==> src/rtl/action_sequencer_pkg.sv <==
// Shared encodings for the chef action sequencer: states, op codes, func codes
// and the feedback bit assignments.
package action_sequencer_pkg;

  localparam logic [2:0] S_IDLE   = 3'd0;
  localparam logic [2:0] S_FETCH  = 3'd1;
  localparam logic [2:0] S_DECODE = 3'd2;
  localparam logic [2:0] S_MOVE   = 3'd3;
  localparam logic [2:0] S_HOLD   = 3'd4;
  localparam logic [2:0] S_WAIT   = 3'd5;
  localparam logic [2:0] S_DONE   = 3'd6;
  localparam logic [2:0] S_ERR    = 3'd7;

  typedef enum logic [1:0] {
    OP_ACTION = 2'b00,
    OP_WAIT   = 2'b01,
    OP_JUMP   = 2'b10,
    OP_END    = 2'b11
  } op_e;

  typedef enum logic [1:0] {
    FUNC_GET      = 2'd0,
    FUNC_PUT      = 2'd1,
    FUNC_INTERACT = 2'd2,
    FUNC_THROW    = 2'd3
  } func_e;

  localparam int unsigned FB_MOVE_READY = 2;
  localparam logic        ENABLED       = 1'b1;

  function automatic op_e instr_op(input logic [15:0] instr);
    return op_e'(instr[15:14]);
  endfunction

endpackage

==> src/rtl/action_sequencer_cycle_counter.sv <==
// Loadable down-counter with zero flag; shared by the WAIT and HOLD phases.
module cycle_counter #(
  parameter int unsigned W = 8
) (
  input  logic         clk,
  input  logic         rst_n,
  input  logic         clear,
  input  logic         load,
  input  logic [W-1:0] load_val,
  input  logic         dec,
  output logic         zero
);

  logic [W-1:0] cnt;

  always_ff @(posedge clk or negedge rst_n) begin
    if (!rst_n) begin
      cnt <= '0;
    end else if (clear) begin
      cnt <= '0;
    end else if (load) begin
      cnt <= load_val;
    end else if (dec && (cnt != '0)) begin
      cnt <= cnt - W'(1);
    end
  end

  assign zero = (cnt == '0);

endmodule

==> src/rtl/action_sequencer.sv <==
// Script-driven controller: fetches 16-bit instructions from a synchronous ROM
// and sequences the action block's en/i_num/func one action at a time.
module action_sequencer
  import action_sequencer_pkg::*;
#(
  parameter int unsigned PC_W     = 8,
  parameter int unsigned MOVE_TMO = 1000,
  parameter int unsigned ACT_HOLD = 4
) (
  input  logic            clk,
  input  logic            rst_n,
  input  logic            start,
  input  logic            stop,
  output logic [PC_W-1:0] prog_addr,
  input  logic [15:0]     prog_data,
  input  logic [7:0]      feedback_sig,
  output logic            act_en,
  output logic [7:0]      act_i_num,
  output logic [1:0]      act_func,
  output logic            busy,
  output logic            done,
  output logic            error
);

  localparam int unsigned TMO_W = (MOVE_TMO > 2) ? $clog2(MOVE_TMO) : 1;
  localparam int unsigned CNT_W = ($clog2(ACT_HOLD) > 8) ? $clog2(ACT_HOLD) : 8;

  logic [2:0]       state;
  logic [PC_W-1:0]  pc;
  logic [TMO_W-1:0] tmo;

  op_e              op;
  logic             move_ready;
  logic             jump_taken;
  logic             cnt_clear;
  logic             cnt_load;
  logic             cnt_dec;
  logic [CNT_W-1:0] cnt_val;
  logic             cnt_zero;
  logic             unused_bits;

  assign prog_addr   = pc;
  assign unused_bits = ^prog_data;

  // The counter is steered from the same state/stop view as the main FSM so
  // WAIT and HOLD share one instance without extra state.
  always_comb begin
    op         = instr_op(prog_data);
    move_ready = feedback_sig[FB_MOVE_READY];
    jump_taken = (feedback_sig[prog_data[13:11]] == prog_data[10]);
    cnt_clear  = stop;
    cnt_load   = 1'b0;
    cnt_dec    = 1'b0;
    cnt_val    = CNT_W'(ACT_HOLD - 1);
    if (!stop) begin
      case (state)
        S_DECODE: begin
          if (op == OP_WAIT) begin
            cnt_load = 1'b1;
            cnt_val  = CNT_W'(prog_data[7:0]);
          end
        end
        S_MOVE:         cnt_load = move_ready;
        S_HOLD, S_WAIT: cnt_dec  = 1'b1;
        default:        ;
      endcase
    end
  end

  cycle_counter #(.W(CNT_W)) u_cycle_counter (
    .clk      (clk),
    .rst_n    (rst_n),
    .clear    (cnt_clear),
    .load     (cnt_load),
    .load_val (cnt_val),
    .dec      (cnt_dec),
    .zero     (cnt_zero)
  );

  always_ff @(posedge clk or negedge rst_n) begin
    if (!rst_n) begin
      state     <= S_IDLE;
      pc        <= '0;
      tmo       <= '0;
      act_en    <= 1'b0;
      act_i_num <= '0;
      act_func  <= '0;
      busy      <= 1'b0;
      done      <= 1'b0;
      error     <= 1'b0;
    end else if (stop) begin
      state  <= S_IDLE;
      tmo    <= '0;
      act_en <= 1'b0;
      busy   <= 1'b0;
      done   <= 1'b0;
      error  <= 1'b0;
    end else begin
      case (state)
        S_IDLE, S_DONE, S_ERR: begin
          if (start) begin
            state <= S_FETCH;
            pc    <= '0;
            busy  <= 1'b1;
            done  <= 1'b0;
            error <= 1'b0;
          end
        end
        S_FETCH: state <= S_DECODE;
        S_DECODE: begin
          case (op)
            OP_ACTION: begin
              state     <= S_MOVE;
              act_en    <= ENABLED;
              act_func  <= prog_data[13:12];
              act_i_num <= prog_data[7:0];
              tmo       <= '0;
            end
            OP_WAIT: state <= S_WAIT;
            OP_JUMP: begin
              state <= S_FETCH;
              pc    <= jump_taken ? prog_data[PC_W-1:0] : pc + PC_W'(1);
            end
            OP_END: begin
              state <= S_DONE;
              busy  <= 1'b0;
              done  <= 1'b1;
            end
          endcase
        end
        S_MOVE: begin
          if (move_ready) begin
            state <= S_HOLD;
          end else if (tmo == TMO_W'(MOVE_TMO - 1)) begin
            state  <= S_ERR;
            act_en <= 1'b0;
            busy   <= 1'b0;
            error  <= 1'b1;
          end else begin
            tmo <= tmo + TMO_W'(1);
          end
        end
        S_HOLD: begin
          if (cnt_zero) begin
            state  <= S_FETCH;
            act_en <= 1'b0;
            pc     <= pc + PC_W'(1);
          end
        end
        S_WAIT: begin
          if (cnt_zero) begin
            state <= S_FETCH;
            pc    <= pc + PC_W'(1);
          end
        end
        default: state <= S_IDLE;
      endcase
    end
  end

endmodule

==> config.mk <==
export PLATFORM = sky130hd
export DESIGN_NAME = action_sequencer
export DESIGN_NICKNAME = d
export VERILOG_FILES = /design/src/rtl/action_sequencer_pkg.sv /design/src/rtl/action_sequencer_cycle_counter.sv /design/src/rtl/action_sequencer.sv
export SDC_FILE = /design/constraint.sdc
export NUM_CORES = 1
export LEC_CHECK = 0
export ABC_AREA = 1
export BUFFER_PORTS_ARGS = -buffer_cell sky130_fd_sc_hd__buf_4
export CELL_PAD_IN_SITES_DETAIL_PLACEMENT = 1
export CELL_PAD_IN_SITES_GLOBAL_PLACEMENT = 1
export CORE_ASPECT_RATIO = 1.4
export CORE_MARGIN = 4
export CORE_UTILIZATION = 42
export CTS_BUF_LIST = sky130_fd_sc_hd__clkbuf_4
export DETAILED_ROUTE_END_ITERATION = 12
export PLACE_DENSITY_LB_ADDON = 0.05
export SLEW_MARGIN = 20
export SYNTH_ARGS = -nofsm -noshare
export SYNTH_HDL_FRONTEND = slang
export SYNTH_SLANG_ARGS = --single-unit
==> constraint.sdc <==
create_clock -name clk -period 2.1 [get_ports clk]
set_input_delay 0.315 -clock clk [delete_from_list [all_inputs] [get_ports clk]]
set_output_delay 0.315 -clock clk [all_outputs]
set_load 0.005 [all_outputs]
==> results.cfg <==
[clock_tree]
root_buffer = clkbuf_4
cts_made_buffers = 5
clk-insertion-delay-late_ps = 360
htree_levels = 2
cts.sinks = 43
clk_pin_slew_worst_paths_ps = 140
cts_buffer_depth = 2
cts_tree = done

[synthesis]
ys_types = 36
synth.area.top_cells = dfrtp_1 37%, nand2_1 14%, nand3_1 7.4%
syn_nets = 448
synth-main-ff-cell = dfrtp_1
synth_fa_ha_area_share_pct = 3.45
muxShareOfSynthArea_pct = 0.388
synth_top_area_share_pct = 37.1
async_reset_ff_share_pct = 100
netlist_instances = 412
synth-xor-area-share_pct = 3.02
synth_top_family_by_area = simple AND/OR/NAND/NOR gates
synth_edf_count = 0
ys_top_cells_by_count = 110 x nand2_1, 56 x inv_1, 43 x dfrtp_1, 43 x nand3_1, 34 x nor2_1
syn_avg_cell_area_sq_um = 7.05
synth_simple_gate_area_share_pct = 35.2
yosysTopAreaCell = dfrtp_1
synth-compound-area-share_pct = 11.3
synth-seq-cells = 43
ys_warn_count = 0
yosys.cell_count.top_type = nand2_1
syn_area_sq_mm = 0.00290
synth-seq-area-share_pct = 37.1

[place]
gp_congestion = 0.849
port_buffers = 47
place.detailed.hpwl_microns = 6610
dp.cells = 550
pre_cts_slack_ps = 183

[routing]
drt.antenna.violating_nets = 0
wl_microns = 8370
drt_iter0_drc = 125
dr.pass1.iters = 4
num_vias = 2920
vias_per_cell = 5.22
drc = 0
wl_per_cell_microns = 15.0

[worst_hold_path]
hold_start = prog_data[3]
hold_class = primary input to flip-flop

[grt]
first_global_vias = 3066
grt_max_degree = 44
antenna_found_initial = 0
grt_pass1_wl_microns = 14700
track_usage_pct = 22.1
overflow = 0

[floorplan]
die_h_microns = 106
io_pins = 50
core_sq_mm = 0.00666
start_util_pct = 43.6
die_width_microns = 78.3
die_area_sq_mm = 0.00832
rows = 35

[outcome]
status = finished clean

[timing]
fin_crit_ps = 1880
rsz0062_at_grt = false
layout_setup_ws_ps = 217
drv_slew = 0
skew_ps = 5.48
setup_violations = 0
relSlewSlack_pct = 60.4
max_freq_mhz = 531
tightest_slew_ps = 594
setup-tns-final_ps = 0
finalCritPeriodShare_pct = 89.7
hold_viol = 0
worst_hold_slack_ps = 261

[critical_path]
cp_cell_sequence = inv_2, nor2_1, nand2_2, nor2_1, nor3_1, nand3_2, inv_1, nand2_1, inv_1, nand2_1, nand2_1
reg2reg_from = state[1]
critPathLaunchType = flip-flop
cp_slowest_cell = dfrtp_2
startpoint = state[1]
worst_path_largest_cell_delay_ps = 480
end_kind = flip-flop
crit_type = flip-flop to flip-flop
cp_max_fo = 13
critPathArrivalTime_ps = 2190
crit_top_cell = nand2_1
required_ps = 2410

[final_layout]
fin_cells = 559
diodes = 0
drive_above_1_share_pct = 18.8
nFillCells = 906
nNetsFinal = 502
areaGrowthSynthToFinish_pct = 20.0
final_util_pct = 52.3

[power_and_ir_drop]
net-switching-power_mw = 1.67
switching_share_pct = 42.3
p_int_mw = 2.27
ir_drop_mv = 0.478
p_leak_nw = 1.85
power_density_mw_per_mm2 = 1130
pwr-share-comb_pct = 48.9
power_frac_seq_pct = 33.8
clkPwrFrac_pct = 17.3

[job]
drv_cap = 0
area by class of cell:
class	instances	area, sq um	share of cell area (%)
clock buffer	6	45.0	1.29
clock inverter	2	60.1	1.72
inverter	61	231	6.64
multi-input combinational	302	1560	44.6
sequential	43	1080	30.9
tap	92	115	3.30
timing repair buffer	53	400	11.5
final timing paths:
check	slack (ps)	cells past startpoint	endpoint
worst min-delay path	260	3	act_i_num[3]
max in group asynchronous	1170	2	state[1]
worst min register to register	510	2	act_i_num[3]
min in group asynchronous	460	2	prog_addr[5]
worst max-delay path	220	11	prog_addr[5]
worst max register to register	220	11	prog_addr[5]
state kept, by name (all words and copies together), names as in the netlist:
name                 flops
tmo                     10
act_func                 2
busy                     1
state                    3
prog_addr                8
act_en                   1
act_i_num                8
error                    1
u_cycle_counter.cnt      8
done                     1
timing repair:
action / CTS / global route
resized for setup: 0 / 3
endpoints found under the hold margin: 43 / 0
hold buffers: 1 / 0
buffers inserted: 0 / 0
setup endpoints to repair: 0 / 6
worst max-delay path: cells and delay by family (launching register included):
family	cells	cell delay, ps
buffers and inverters	3	370
flip-flops	1	480
AND/OR/NAND/NOR	8	960
metal layers:
| layer | GRT usage, % | vias to the layer above | wire, microns |
|---|---|---|---|
| li1 | - | 1434 | - |
| met1 | 25.0 | 1438 | 3410 |
| met2 | 43.2 | 41 | 4680 |
| met3 | 2.37 | 7 | 191 |
| met4 | 5.50 | 0 | 92 |
| met5 | 0 | - | 0 |
stage by stage:
stage                     total power [mW]  area (sq um)
after detailed placement              3.27          3360
final                                 3.94          3480
after floorplan                       2.60          2900
after CTS                             3.97          3480
after global placement                3.20          3360
after global routing                  4.33          3480
placed cells by master, fill, tap and decap left out, types with 9 or more instances in the layout:
| cell | netlist | final |
|---|---|---|
| nand2_1 | 110 | 110 |
| dfrtp_1 | 43 | 42 |
| nand3_1 | 43 | 43 |
| a21oi_1 | 9 | 9 |
| o21ai_1 | 10 | 10 |
| inv_1 | 56 | 56 |
| buf_4 | 2 | 52 |
| nor2_1 | 34 | 33 |
| nor3_1 | 12 | 12 |
| o21ai_0 | 25 | 25 |
cell families (layout without fill, tap and decap cells):
family / after synthesis / in the layout
buffers and inverters: 67 / 122
XOR/XNOR: 10 / 10
multiplexers: 1 / 1
AO/OA/AOI/OAI: 59 / 59
flip-flops: 43 / 43
AND/OR/NAND/NOR: 224 / 224
adder cells (fa/ha/maj): 8 / 8
power groups by stage:
| stage | Combinational (mW) | Sequential, mW | Clock (mW) |
|---|---|---|---|
| 2_1_floorplan | 1.28 | 1.32 | 0 |
| 3_3_place_gp | 1.87 | 1.33 | 0 |
| 3_5_place_dp | 1.93 | 1.34 | 0 |
| 4_1_cts | 1.94 | 1.33 | 0.699 |
| 5_1_grt | 2.21 | 1.38 | 0.744 |
| 6_report | 1.93 | 1.33 | 0.682 |
Note: power is estimated with default switching activity, not from simulation.
